==> src/rtl/indicator_sequencer_if.sv <==
// rtl/indicator_sequencer_if.sv - request inputs and lamp outputs of the tail-light sequencer
interface indicator_sequencer_if;
    logic       left;
    logic       right;
    logic       hazard;
    logic       brake;
    logic [5:0] TailLights;
    logic       busy;

    modport master (
        output left, right, hazard, brake,
        input  TailLights, busy
    );

    modport slave (
        input  left, right, hazard, brake,
        output TailLights, busy
    );
endinterface

==> src/rtl/indicator_sequencer.sv <==
// rtl/indicator_sequencer.sv - arbitrated, prescaled Thunderbird tail-light sequencer
module indicator_sequencer #(
    parameter  int TICK_DIV = 4,
    localparam int CNT_W    = (TICK_DIV > 1) ? $clog2(TICK_DIV) : 1
) (
    input  logic                 clk,
    input  logic                 reset,
    indicator_sequencer_if.slave bus
);

    typedef enum logic [3:0] {
        IDLE = 4'd0,
        L1   = 4'd1,
        L2   = 4'd2,
        L3   = 4'd3,
        R1   = 4'd4,
        R2   = 4'd5,
        R3   = 4'd6,
        HON  = 4'd7,
        GAP  = 4'd8
    } state_t;

    localparam logic [CNT_W-1:0] TICK_LAST = CNT_W'(TICK_DIV - 1);

    state_t           state_q, state_d;
    logic [CNT_W-1:0] presc_q, presc_d;
    logic             brake_q, brake_d;
    logic [5:0]       lights_q, lights_d;
    logic             busy_q, busy_d;
    logic             tick;
    logic [CNT_W-1:0] presc_step;

    // Lamp pattern for a given state; brake fills the idle cluster, HON is always all-on.
    function automatic logic [5:0] decode(input state_t s, input logic brk);
        logic [2:0] fill;
        fill = brk ? 3'b111 : 3'b000;
        case (s)
            L1:      decode = {3'b001, fill};
            L2:      decode = {3'b011, fill};
            L3:      decode = {3'b111, fill};
            R1:      decode = {fill, 3'b100};
            R2:      decode = {fill, 3'b110};
            R3:      decode = {fill, 3'b111};
            HON:     decode = 6'b111111;
            default: decode = {fill, fill};
        endcase
    endfunction

    // Next-state arbitration, prescaler pacing and registered-output precompute.
    always_comb begin
        state_d    = state_q;
        presc_d    = presc_q;
        tick       = (presc_q == TICK_LAST);
        presc_step = tick ? '0 : presc_q + CNT_W'(1);
        case (state_q)
            IDLE: begin
                presc_d = '0;
                if (bus.hazard || (bus.left && bus.right)) begin
                    state_d = HON;
                end else if (bus.left) begin
                    state_d = L1;
                end else if (bus.right) begin
                    state_d = R1;
                end
            end
            L1, L2, L3, R1, R2, R3: begin
                presc_d = presc_step;
                if (tick) begin
                    if (bus.hazard) begin
                        state_d = HON;
                    end else begin
                        case (state_q)
                            L1:      state_d = L2;
                            L2:      state_d = L3;
                            R1:      state_d = R2;
                            R2:      state_d = R3;
                            default: state_d = GAP;
                        endcase
                    end
                end
            end
            HON: begin
                presc_d = presc_step;
                if (tick) state_d = GAP;
            end
            GAP: begin
                presc_d = presc_step;
                if (tick) state_d = IDLE;
            end
            default: begin
                state_d = IDLE;
                presc_d = '0;
            end
        endcase
        brake_d  = bus.brake;
        lights_d = decode(state_d, brake_d);
        busy_d   = (state_d != IDLE);
    end

    // All state, including the lamp drive, updates here; reset aborts any sequence at once.
    always_ff @(posedge clk) begin
        if (reset) begin
            state_q  <= IDLE;
            presc_q  <= '0;
            brake_q  <= 1'b0;
            lights_q <= 6'b000000;
            busy_q   <= 1'b0;
        end else begin
            state_q  <= state_d;
            presc_q  <= presc_d;
            brake_q  <= brake_d;
            lights_q <= lights_d;
            busy_q   <= busy_d;
        end
    end

    assign bus.TailLights = lights_q;
    assign bus.busy       = busy_q;

endmodule

==> src/flat_wrapper.sv <==
// flat-port wrapper written by rule: the top's interface ports become plain ports
module indicator_sequencer_flat 
#(
    parameter  int TICK_DIV = 4,
    localparam int CNT_W    = (TICK_DIV > 1) ? $clog2(TICK_DIV) : 1
)
  (clk, reset, bus_left, bus_right, bus_hazard, bus_brake, bus_TailLights, bus_busy);
  indicator_sequencer_if bus_i ();
  input  logic clk;
  input  logic reset;
  input wire logic [$bits(bus_i.left)-1:0] bus_left;
  input wire logic [$bits(bus_i.right)-1:0] bus_right;
  input wire logic [$bits(bus_i.hazard)-1:0] bus_hazard;
  input wire logic [$bits(bus_i.brake)-1:0] bus_brake;
  output wire logic [$bits(bus_i.TailLights)-1:0] bus_TailLights;
  output wire logic [$bits(bus_i.busy)-1:0] bus_busy;
  assign bus_i.left = bus_left;
  assign bus_i.right = bus_right;
  assign bus_i.hazard = bus_hazard;
  assign bus_i.brake = bus_brake;
  assign bus_TailLights = bus_i.TailLights;
  assign bus_busy = bus_i.busy;
  indicator_sequencer #(.TICK_DIV(TICK_DIV)) u_core (.clk(clk), .reset(reset), .bus(bus_i));
endmodule
==> config.mk <==
export PLATFORM = sky130hd
export DESIGN_NAME = indicator_sequencer_flat
export DESIGN_NICKNAME = d
export VERILOG_FILES = /design/src/rtl/indicator_sequencer_if.sv /design/src/rtl/indicator_sequencer.sv /design/src/flat_wrapper.sv
export SDC_FILE = /design/constraint.sdc
export NUM_CORES = 1
export LEC_CHECK = 0
export CORE_UTILIZATION = 40
export DETAILED_ROUTE_END_ITERATION = 8
export GPL_TIMING_DRIVEN = 1
export PLACE_DENSITY = 0.74
export SYNTH_ARGS = -nofsm -noshare
export SYNTH_HDL_FRONTEND = slang
export SYNTH_SLANG_ARGS = --single-unit
==> constraint.sdc <==
create_clock -name clk -period 3.3 [get_ports clk]
set_clock_uncertainty 0.15 [all_clocks]
set_input_delay 0.825 -clock clk [delete_from_list [all_inputs] [get_ports clk]]
set_output_delay 0.825 -clock clk [all_outputs]
set_load 0.005 [all_outputs]
Word-level counts from Yosys, hierarchy flattened:

Cells that the tools add are included.

* add/subtract/negate cells: 1
* equality and inequality tests: 16
* muxes and demuxes: 11
* bitwise logic cells: 1
* reduce and logical (&&, ||, !) cells: 7

Operators with widths (count)
* $pmux 6 s7: 1
* $eq 4x3->1 const B: 8
* $pmux 4 s4: 2
* $mux 4: 7
* $eq 4x2->1 const B: 4
* $eq 4x1->1 const B: 2
* $reduce_or 8->1: 1
* $reduce_or 6->1: 1
* $eq 4x4->1 const B: 1
* $logic_not 4->1: 1
* $reduce_bool 4->1: 1
* $mux 3: 1
* $reduce_or 3->1: 1
* $add 2x1->2 const B: 1
* $eq 2x2->1 const B: 1
* $logic_and 1x1->1: 1
* $logic_or 1x1->1: 1
* $not 1->1: 1

* register bits: 13
* bits of input ports: 6
* output and inout bits: 7
* logic and storage cells: 40

Longest topological paths before layout:

Gate-level depths: netlist of run 1.

* depth after elaboration: 7
* depth in mapped cells: 7
* gate-level depth less buffers: 6

Worst setup path after synthesis of run 1:

Ideal clock, no wire load.

* kind: input port to flip-flop
* start: in bus_hazard
* end: reg u_core.lights_q[5], in the netlist u_core.bus.TailLights[5]
* library setup time: 0.116 ns
* arrival time: 1.837 ns
* required time: 3.034 ns
* setup slack: 1.198 ns
* stages on the path: 5
* buffers on the path: 0
* path through: inv_1 > maj3_1 > a41oi_2 > o211ai_1 > a31o_1

* longest elaborated chain between the ends: 5
* elaborated cells on any way between the ends: 13
* classes of those cells: eq/ne: 7; mux: 5; reduce/logical: 1

Ends and longest elaborated chain
* start: declaration: line flat_wrapper.sv:13 `input wire logic [$bits(bus_i.hazard)-1:0] bus_hazard;`
* $mux 4 / $logic_or 1x1->1 (equally long branches): line indicator_sequencer.sv:69, indicator_sequencer.sv:58
* $mux 4 (on tied branches): line indicator_sequencer.sv:68, indicator_sequencer.sv:58
* $pmux 4 s4 (*): line indicator_sequencer.sv:55 `case (state_q)`
* $eq 4x3->1, or another cell as far along: line indicator_sequencer.sv:37 `case (s)`
* $pmux 6 s7 (*): line indicator_sequencer.sv:37
* end signal: assignment: line indicator_sequencer.sv:112 `lights_q <= lights_d;`
* end: declaration: line indicator_sequencer.sv:28 `logic [5:0] lights_q, lights_d;`

Every way passes the cells marked *; elsewhere a longest branch is shown, timed or not.
A chain may end at the register's enable or synchronous reset.

Worst setup path after layout of run 1:

* start: in bus_hazard
* end: reg u_core.lights_q[4], in the netlist u_core.bus.TailLights[4]

The elaborated chain is that of the path after synthesis.

==> results of run 1 <==
## per-layer routing
| layer | GRT usage, % | share of wire, % | up-vias |
|---|---|---|---|
| li1 | - | - | 313 |
| met1 | 22.78 | 45 | 302 |
| met2 | 25.59 | 48 | 18 |
| met3 | 3.673 | 4.0 | 4 |
| met4 | 10.91 | 2.5 | 0 |
| met5 | 0 | 0 | - |
## metrics by stage
stage / cell area [µm²] / instances
after floorplan: 710.7 / 79
final: 850.8 / 106
after global placement: 824.5 / 102
after detailed placement: 824.5 / 102
after global routing: 850.8 / 106
after CTS: 850.8 / 106
## area by class of cell
cell class,instances,area [µm²]
sequential,13,260.3
multi-input combinational,55,401.6
fill,151,725.7
clock buffer,4,26.28
inverter,6,22.52
timing repair buffer,12,120.1
tap,16,20.02
## state kept, by name (all words and copies together), names as in the netlist
signal	cells
u_core.bus.busy	1
u_core.presc_q	2
u_core.state_q	4
u_core.bus.TailLights	6
## worst max-delay path by stage
stage	end	slack (ps)	depth (start not counted)
final	u_core.bus.TailLights[4]	710	6
after global routing	u_core.bus.TailLights[4]	630	6
after detailed placement	u_core.bus.TailLights[4]	420	6
after global placement	u_core.bus.TailLights[5]	500	6
after CTS	u_core.bus.TailLights[4]	700	6
after floorplan	u_core.bus.TailLights[5]	1200	5
## cells in the mapped netlist (all sizes together)
| library cell | n | area (µm²) |
|---|---|---|
| a21boi | 2 | 15.01 |
| a21oi | 4 | 23.77 |
| a221o | 1 | 10.01 |
| a221oi | 1 | 15.01 |
| a2bb2oi | 1 | 15.01 |
| a31o | 2 | 17.52 |
| a31oi | 3 | 18.77 |
| a41oi | 2 | 25.03 |
| and2 | 1 | 6.260 |
| and4bb | 1 | 12.51 |
| buf | 4 | 22.52 |
| clkbuf | 1 | 3.750 |
| dfxtp | 13 | 260.3 |
| ha | 1 | 12.51 |
| inv | 6 | 22.52 |
| maj3 | 1 | 10.01 |
| nand2 | 2 | 7.510 |
| nand2b | 1 | 6.260 |
| nand3 | 2 | 10.01 |
| nor2 | 10 | 37.54 |
| nor2b | 1 | 6.260 |
| nor3 | 2 | 10.01 |
| nor3b | 1 | 7.510 |
| o211ai | 2 | 15.01 |
| o21a | 3 | 22.52 |
| o21ai | 5 | 36.28 |
| o22a | 1 | 10.01 |
| o22ai | 2 | 18.77 |
| o2bb2ai | 1 | 15.01 |
| or3 | 1 | 6.260 |
| or4 | 1 | 11.26 |
## worst reg2reg max path: stages (launching register included)
cell	delay [ps]
dfxtp_1	330
ha_1	370
o21ai_0	170
a221o_1	420
o21ai_4	220
o22ai_2	120
a221oi_2	290
## power breakdown
part           total (µW)  switching [µW]  internal [µW]
clock                97.9            51.0           46.9
combinational         254             124            129
sequential            231            36.3            195
## logic make-up after synthesis
group                      count (synthesis)  share of synthesized area (%)
AOI/OAI and AO/OA                         30                          36.27
and+or+nand+nor                           23                          17.08
DFF                                       13                          36.62
buffers and inverters                     11                          6.865
adders and majority gates                  2                          3.169
==> impl_metrics.prom, run 1 <==
# TYPE chip_impl_metric gauge
chip_impl_info{name="tritoncts",value="built"} 1
chip_impl_metric{name="ys_seq_area_share",unit="%"} 36.62
chip_impl_metric{name="setup_ws",unit="ps"} 712.0
chip_impl_metric{name="max_clk_rate",unit="GHz"} 0.3864
chip_impl_metric{name="final_core_utilization",unit="%"} 53.97
chip_impl_info{name="crit_path_cell_trace",value="clkdlybuf4s50_1 -> inv_1 -> maj3_1 -> a41oi_2 -> o22ai_2 -> a221oi_2"} 1
chip_impl_metric{name="timing.final.hold_violations",unit=""} 0
chip_impl_metric{name="power_density",unit="mW/mm²"} 684.5
chip_impl_info{name="class_of_the_most_critical_setup_path",value="in2reg"} 1
chip_impl_info{name="crit_family",value="compound AO/OA/AOI/OAI gates"} 1
chip_impl_info{name="rsz0062_at_grt",value="false"} 1
chip_impl_metric{name="grt_usage",unit="%"} 17.29
chip_impl_info{name="start_kind",value="primary input"} 1
chip_impl_metric{name="setup_violations",unit=""} 0
chip_impl_info{name="final_common_cell",value="dfxtp_1"} 1
chip_impl_metric{name="syn_area",unit="µm²"} 710.7
chip_impl_metric{name="tcrit_tclk_final",unit="%"} 78.43
chip_impl_metric{name="wire_length_after_detailed_routing",unit="µm"} 1532
chip_impl_metric{name="max-cap-violations",unit=""} 0
chip_impl_metric{name="clock_path_buffers",unit=""} 2
chip_impl_metric{name="flow.area_growth_from_synthesis",unit="%"} 19.72
chip_impl_metric{name="vias_in_the_first_global_route",unit=""} 529
chip_impl_metric{name="insertion_delay",unit="ps"} 280
chip_impl_info{name="worst_hold_class",value="reg2reg"} 1
chip_impl_metric{name="wire_per_inst",unit="µm"} 14.45
chip_impl_metric{name="total_neg_setup_slack",unit="ps"} 0
chip_impl_metric{name="io_pins",unit=""} 13
chip_impl_metric{name="grt_remaining_overflow",unit=""} 0
chip_impl_metric{name="via_per_inst",unit=""} 6.009
chip_impl_metric{name="worstPathRequired",unit="ps"} 3340
chip_impl_metric{name="floorplan.die_area",unit="mm²"} 0.001949
chip_impl_metric{name="detail_route.drc_violations",unit=""} 1
chip_impl_metric{name="postSynthCellCount",unit=""} 79
chip_impl_info{name="cts-root-buf",value="clkbuf_4"} 1
chip_impl_metric{name="grt_first_pass_wirelength",unit="µm"} 2352
chip_impl_info{name="hold_path_end",value="u_core.presc_q[0]"} 1
chip_impl_metric{name="rr_worst_depth",unit=""} 6
chip_impl_metric{name="post_route_cells_drive_above_1_share",unit="%"} 15.56
chip_impl_info{name="timing.rr.start",value="u_core.presc_q[0]"} 1
chip_impl_metric{name="worst_setup_hold_path_clk_slew",unit="ps"} 70
chip_impl_metric{name="count_of_nets_after_finishing",unit=""} 98
chip_impl_metric{name="syn-mean-instance-area",unit="µm²"} 8.996
chip_impl_metric{name="antennaDiodeCount",unit=""} 0
chip_impl_metric{name="regToRegSetupSlack",unit="ps"} 1150
chip_impl_metric{name="dr_total_vias",unit=""} 637
chip_impl_metric{name="dr.pass1.iters",unit=""} 6
chip_impl_metric{name="cp_data_arrival_time",unit="ps"} 2630
chip_impl_info{name="crit_slowest_cell",value="clkdlybuf4s50_1"} 1
chip_impl_info{name="outcome",value="finished with violations"} 1
chip_impl_metric{name="max-vdd-ir-drop",unit="mV"} 0.4254
chip_impl_metric{name="slew_margin_rel",unit="%"} 72.21
chip_impl_info{name="setup.worst_path.end_class",value="flop"} 1
chip_impl_metric{name="timing.critical_path.fanout_max",unit=""} 7
chip_impl_info{name="timing.critical_path.from",value="bus_hazard"} 1
chip_impl_metric{name="yosysWarnings",unit=""} 0
chip_impl_metric{name="ys_ff_latch",unit=""} 13
chip_impl_metric{name="placement.setup.worst_slack",unit="ps"} 417.3
chip_impl_metric{name="cp_num_buf_inv",unit=""} 2
chip_impl_metric{name="htree_levels",unit=""} 1
chip_impl_metric{name="post_synthesis_net_count",unit=""} 86
chip_impl_metric{name="worst_hold_slack",unit="ps"} 268.1
chip_impl_metric{name="post_cts.repair.setup_buffers",unit=""} 0
chip_impl_metric{name="initial_utilization",unit="%"} 45.08
chip_impl_metric{name="grt_max_degree",unit=""} 14
chip_impl_metric{name="clock-sinks",unit=""} 13
chip_impl_metric{name="die_w",unit="µm"} 44.15
chip_impl_metric{name="detail-route-antenna-nets",unit=""} 0
chip_impl_metric{name="unique_cell_type_count_in_the_yosys_netlist",unit=""} 38
chip_impl_metric{name="tightest_slew",unit="ps"} 415.5
chip_impl_metric{name="cts-buffers-inserted",unit=""} 3
chip_impl_info{name="min-delay-start",value="u_core.presc_q[0]"} 1
chip_impl_info{name="failing_checks",value="design-rule violations"} 1
chip_impl_metric{name="placement.io_buffers",unit=""} 12
chip_impl_metric{name="cts_hold_buf",unit=""} 0
chip_impl_metric{name="post-layout-total-power",unit="µW"} 582.3
chip_impl_metric{name="area_of_the_core_region",unit="mm²"} 0.001577
chip_impl_metric{name="drt_iter0_drc",unit=""} 19
chip_impl_metric{name="leakagePower",unit="µW"} 0.0003128
chip_impl_metric{name="die_height",unit="µm"} 44.15
chip_impl_metric{name="min_delay_path_depth",unit=""} 1
chip_impl_info{name="most-common-layout-cells",value="dfxtp_1 (13), clkdlybuf4s50_1 (12), nor2_1 (10)"} 1
chip_impl_metric{name="place_congestion",unit=""} 0.7841
chip_impl_metric{name="timing_max_transition_violations_final",unit=""} 0
chip_impl_info{name="crit-reg2reg-capture",value="u_core.bus.TailLights[4]"} 1
chip_impl_metric{name="dpl_wire_length",unit="µm"} 1133
chip_impl_metric{name="placement_rows",unit=""} 14
chip_impl_metric{name="slowest_delay",unit="ps"} 590
chip_impl_metric{name="post_cts_resize_count",unit=""} 0
chip_impl_metric{name="min_period",unit="ps"} 2588
chip_impl_metric{name="antenna_found_initial",unit=""} 0
Note: power is estimated with default switching activity, not from simulation.
==> inputs of run 2 (changes only) <==
Settings changed: PLACE_DENSITY 0.74 to 0.76.
Clock period 3.3 ns to 2.2 ns, I/O delays scaled along.
==> run 2 against run 1 <==
The run now ends clean; sequential power increased by 50%; final cell count increased by 5.7%; die area unchanged; sequential share of layout area decreased by 1.5 points; largest power group unchanged; highest routed layer unchanged.
==> impl_metrics.prom, run 2 (synthesized netlist as in run 1, its figures left out) <==
# TYPE chip_impl_metric gauge
chip_impl_metric{name="htree_levels",unit=""} 1
chip_impl_metric{name="via_per_inst",unit=""} 5.821
chip_impl_info{name="timing.rr.start",value="u_core.state_q[2]"} 1
chip_impl_info{name="setup.worst_path.end_class",value="flop"} 1
chip_impl_metric{name="p_sw",unit="µW"} 315.6
chip_impl_info{name="outcome",value="complete, no violations"} 1
chip_impl_info{name="most-common-layout-cells",value="dfxtp_1 (13), clkdlybuf4s50_1 (12), nor2_1 (10)"} 1
chip_impl_metric{name="comb_power_share",unit="%"} 45.5
chip_impl_metric{name="grt_first_pass_wirelength",unit="µm"} 2504
chip_impl_metric{name="cts-buffers-inserted",unit=""} 3
chip_impl_metric{name="clock-sinks",unit=""} 13
chip_impl_metric{name="power.share.sequential",unit="%"} 38.7
chip_impl_metric{name="floorplan.die_area",unit="mm²"} 0.001949
chip_impl_metric{name="clock_path_buffers",unit=""} 2
chip_impl_metric{name="insertion_delay",unit="ps"} 270
chip_impl_metric{name="die_height",unit="µm"} 44.15
chip_impl_metric{name="placement_rows",unit=""} 14
chip_impl_metric{name="fill_cells",unit=""} 147
chip_impl_metric{name="initial_utilization",unit="%"} 45.08
chip_impl_metric{name="max-cap-violations",unit=""} 0
chip_impl_metric{name="min_period",unit="ps"} 2121
chip_impl_metric{name="post_route_cells_drive_above_1_share",unit="%"} 20.83
chip_impl_info{name="timing.critical_path.from",value="bus_hazard"} 1
chip_impl_metric{name="area_taken_by_multi_input_logic_gates",unit="µm²"} 401.6
chip_impl_metric{name="place_congestion",unit=""} 0.7905
chip_impl_metric{name="count_of_nets_after_finishing",unit=""} 104
chip_impl_metric{name="tcrit_tclk_final",unit="%"} 96.43
chip_impl_metric{name="wire_per_inst",unit="µm"} 13.53
chip_impl_info{name="crit_slowest_cell",value="clkdlybuf4s50_1"} 1
chip_impl_metric{name="drt_iter0_drc",unit=""} 21
chip_impl_metric{name="flow.area_growth_from_synthesis",unit="%"} 26.06
chip_impl_info{name="tritoncts",value="built"} 1
chip_impl_metric{name="antennaDiodeCount",unit=""} 0
chip_impl_metric{name="vias_in_the_first_global_route",unit=""} 572
chip_impl_metric{name="cp_data_arrival_time",unit="ps"} 2150
chip_impl_metric{name="tightest_slew",unit="ps"} 431.1
chip_impl_metric{name="largest_reg_flops",unit=""} 6
chip_impl_metric{name="setup_ws",unit="ps"} 78.62
chip_impl_metric{name="p_clk_share",unit="%"} 15.7
chip_impl_metric{name="die_w",unit="µm"} 44.15
chip_impl_metric{name="power_density",unit="mW/mm²"} 997.3
chip_impl_metric{name="grt_remaining_overflow",unit=""} 0
chip_impl_metric{name="timing_max_transition_violations_final",unit=""} 0
chip_impl_metric{name="timing.critical_path.fanout_max",unit=""} 4
chip_impl_metric{name="grt_usage",unit="%"} 17.85
chip_impl_metric{name="wire_length_after_detailed_routing",unit="µm"} 1515
chip_impl_metric{name="setup_violations",unit=""} 0
chip_impl_metric{name="power_switching_share",unit="%"} 35.32
chip_impl_info{name="cts-root-buf",value="clkbuf_4"} 1
chip_impl_metric{name="ff_latch_area",unit="µm²"} 260.3
chip_impl_metric{name="timing.final.hold_violations",unit=""} 0
chip_impl_metric{name="grt_max_degree",unit=""} 14
chip_impl_metric{name="dr_total_vias",unit=""} 652
chip_impl_info{name="class_of_the_most_critical_setup_path",value="in2reg"} 1
chip_impl_metric{name="worst_hold_slack",unit="ps"} 270.7
chip_impl_metric{name="max-vdd-ir-drop",unit="mV"} 0.5071
chip_impl_metric{name="total_neg_setup_slack",unit="ps"} 0
chip_impl_info{name="final_common_cell",value="dfxtp_1"} 1
chip_impl_metric{name="leakagePower",unit="µW"} 0.0003413
chip_impl_metric{name="dr.pass1.iters",unit=""} 4
chip_impl_metric{name="cts_hold_buf",unit=""} 0
chip_impl_metric{name="post_cts.repair.setup_buffers",unit=""} 0
chip_impl_metric{name="placement.io_buffers",unit=""} 12
chip_impl_metric{name="post_cts_resize_count",unit=""} 0
chip_impl_metric{name="detail-route-antenna-nets",unit=""} 0
chip_impl_info{name="start_kind",value="primary input"} 1
chip_impl_metric{name="worst_setup_hold_path_clk_slew",unit="ps"} 70
chip_impl_metric{name="worstPathRequired",unit="ps"} 2230
chip_impl_info{name="crit_path_cell_trace",value="clkdlybuf4s50_1 -> buf_4 -> nor2b_1 -> a221o_1 -> o21ai_4 -> o22ai_2 -> a221oi_2"} 1
chip_impl_metric{name="dpl_wire_length",unit="µm"} 1105
chip_impl_metric{name="area_of_the_core_region",unit="mm²"} 0.001577
chip_impl_metric{name="slew_margin_rel",unit="%"} 71.17
chip_impl_info{name="min-delay-start",value="u_core.presc_q[0]"} 1
chip_impl_info{name="rsz0062_at_grt",value="false"} 1
chip_impl_info{name="worst_hold_class",value="reg2reg"} 1
chip_impl_metric{name="slowest_delay",unit="ps"} 510
chip_impl_metric{name="max_clk_rate",unit="GHz"} 0.4714
chip_impl_metric{name="placement.setup.worst_slack",unit="ps"} -238.0
chip_impl_metric{name="internal_power",unit="µW"} 577.9
chip_impl_metric{name="io_pins",unit=""} 13
chip_impl_metric{name="antenna_found_initial",unit=""} 0
chip_impl_metric{name="detail_route.drc_violations",unit=""} 0
run 2: worst max-delay path: cells and delay by family:
kind / cells / cell delay [ps]
simple gates: 1 / 50
buf+inv: 2 / 640
compound gates: 4 / 910
run 2: area by class of cell:
type	instances	share of cell area, %
multi-input cells	55	44.83
flip-flops and latches	13	29.05
repair buffers	18	18.44
clock buffers	4	2.933
inverters	6	2.514
well taps	16	2.235
run 2: path summary, 6_finish.rpt:
| check | end | slack [ps] | depth (start not counted) |
|---|---|---|---|
| max reg2reg | u_core.bus.TailLights[4] | 200 | 5 |
| min reg2reg | u_core.presc_q[0] | 270 | 1 |
| max | u_core.bus.TailLights[4] | 80 | 7 |
| min | u_core.presc_q[0] | 270 | 1 |
run 2: through the flow:
step	utilization (%)	instance area [µm²]	cells	power [µW]
floorplan	-	710.7	79	606.8
global placement	55.16	869.6	108	746.5
detailed placement	55.16	869.6	108	756.3
CTS	56.83	895.9	112	900.1
global route	56.83	895.9	112	961.5
finish	56.83	895.9	112	893.5
run 2: layer usage:
metal  GRT usage, %  routed length, µm  vias to the layer above
met5              0                  0                        -
met4          9.697                 11                        0
met3          3.673                 51                        2
met2          25.29                708                       11
met1          25.19                744                      313
li1               -                  -                      326
run 2: power by group through the flow:
stage	clock network, µW	registers (µW)	logic (µW)
final	141	346	407
after global routing	161	357	443
after CTS	146	345	409
after detailed placement	0	350	406
after global placement	0	348	398
after floorplan	0	319	287
==> inputs of run 3 (changes only) <==
Settings changed: CTS_CLUSTER_SIZE set to 10.
==> results of run 3 <==
The final DEF is identical to that of run 2; final timing and power are the same.
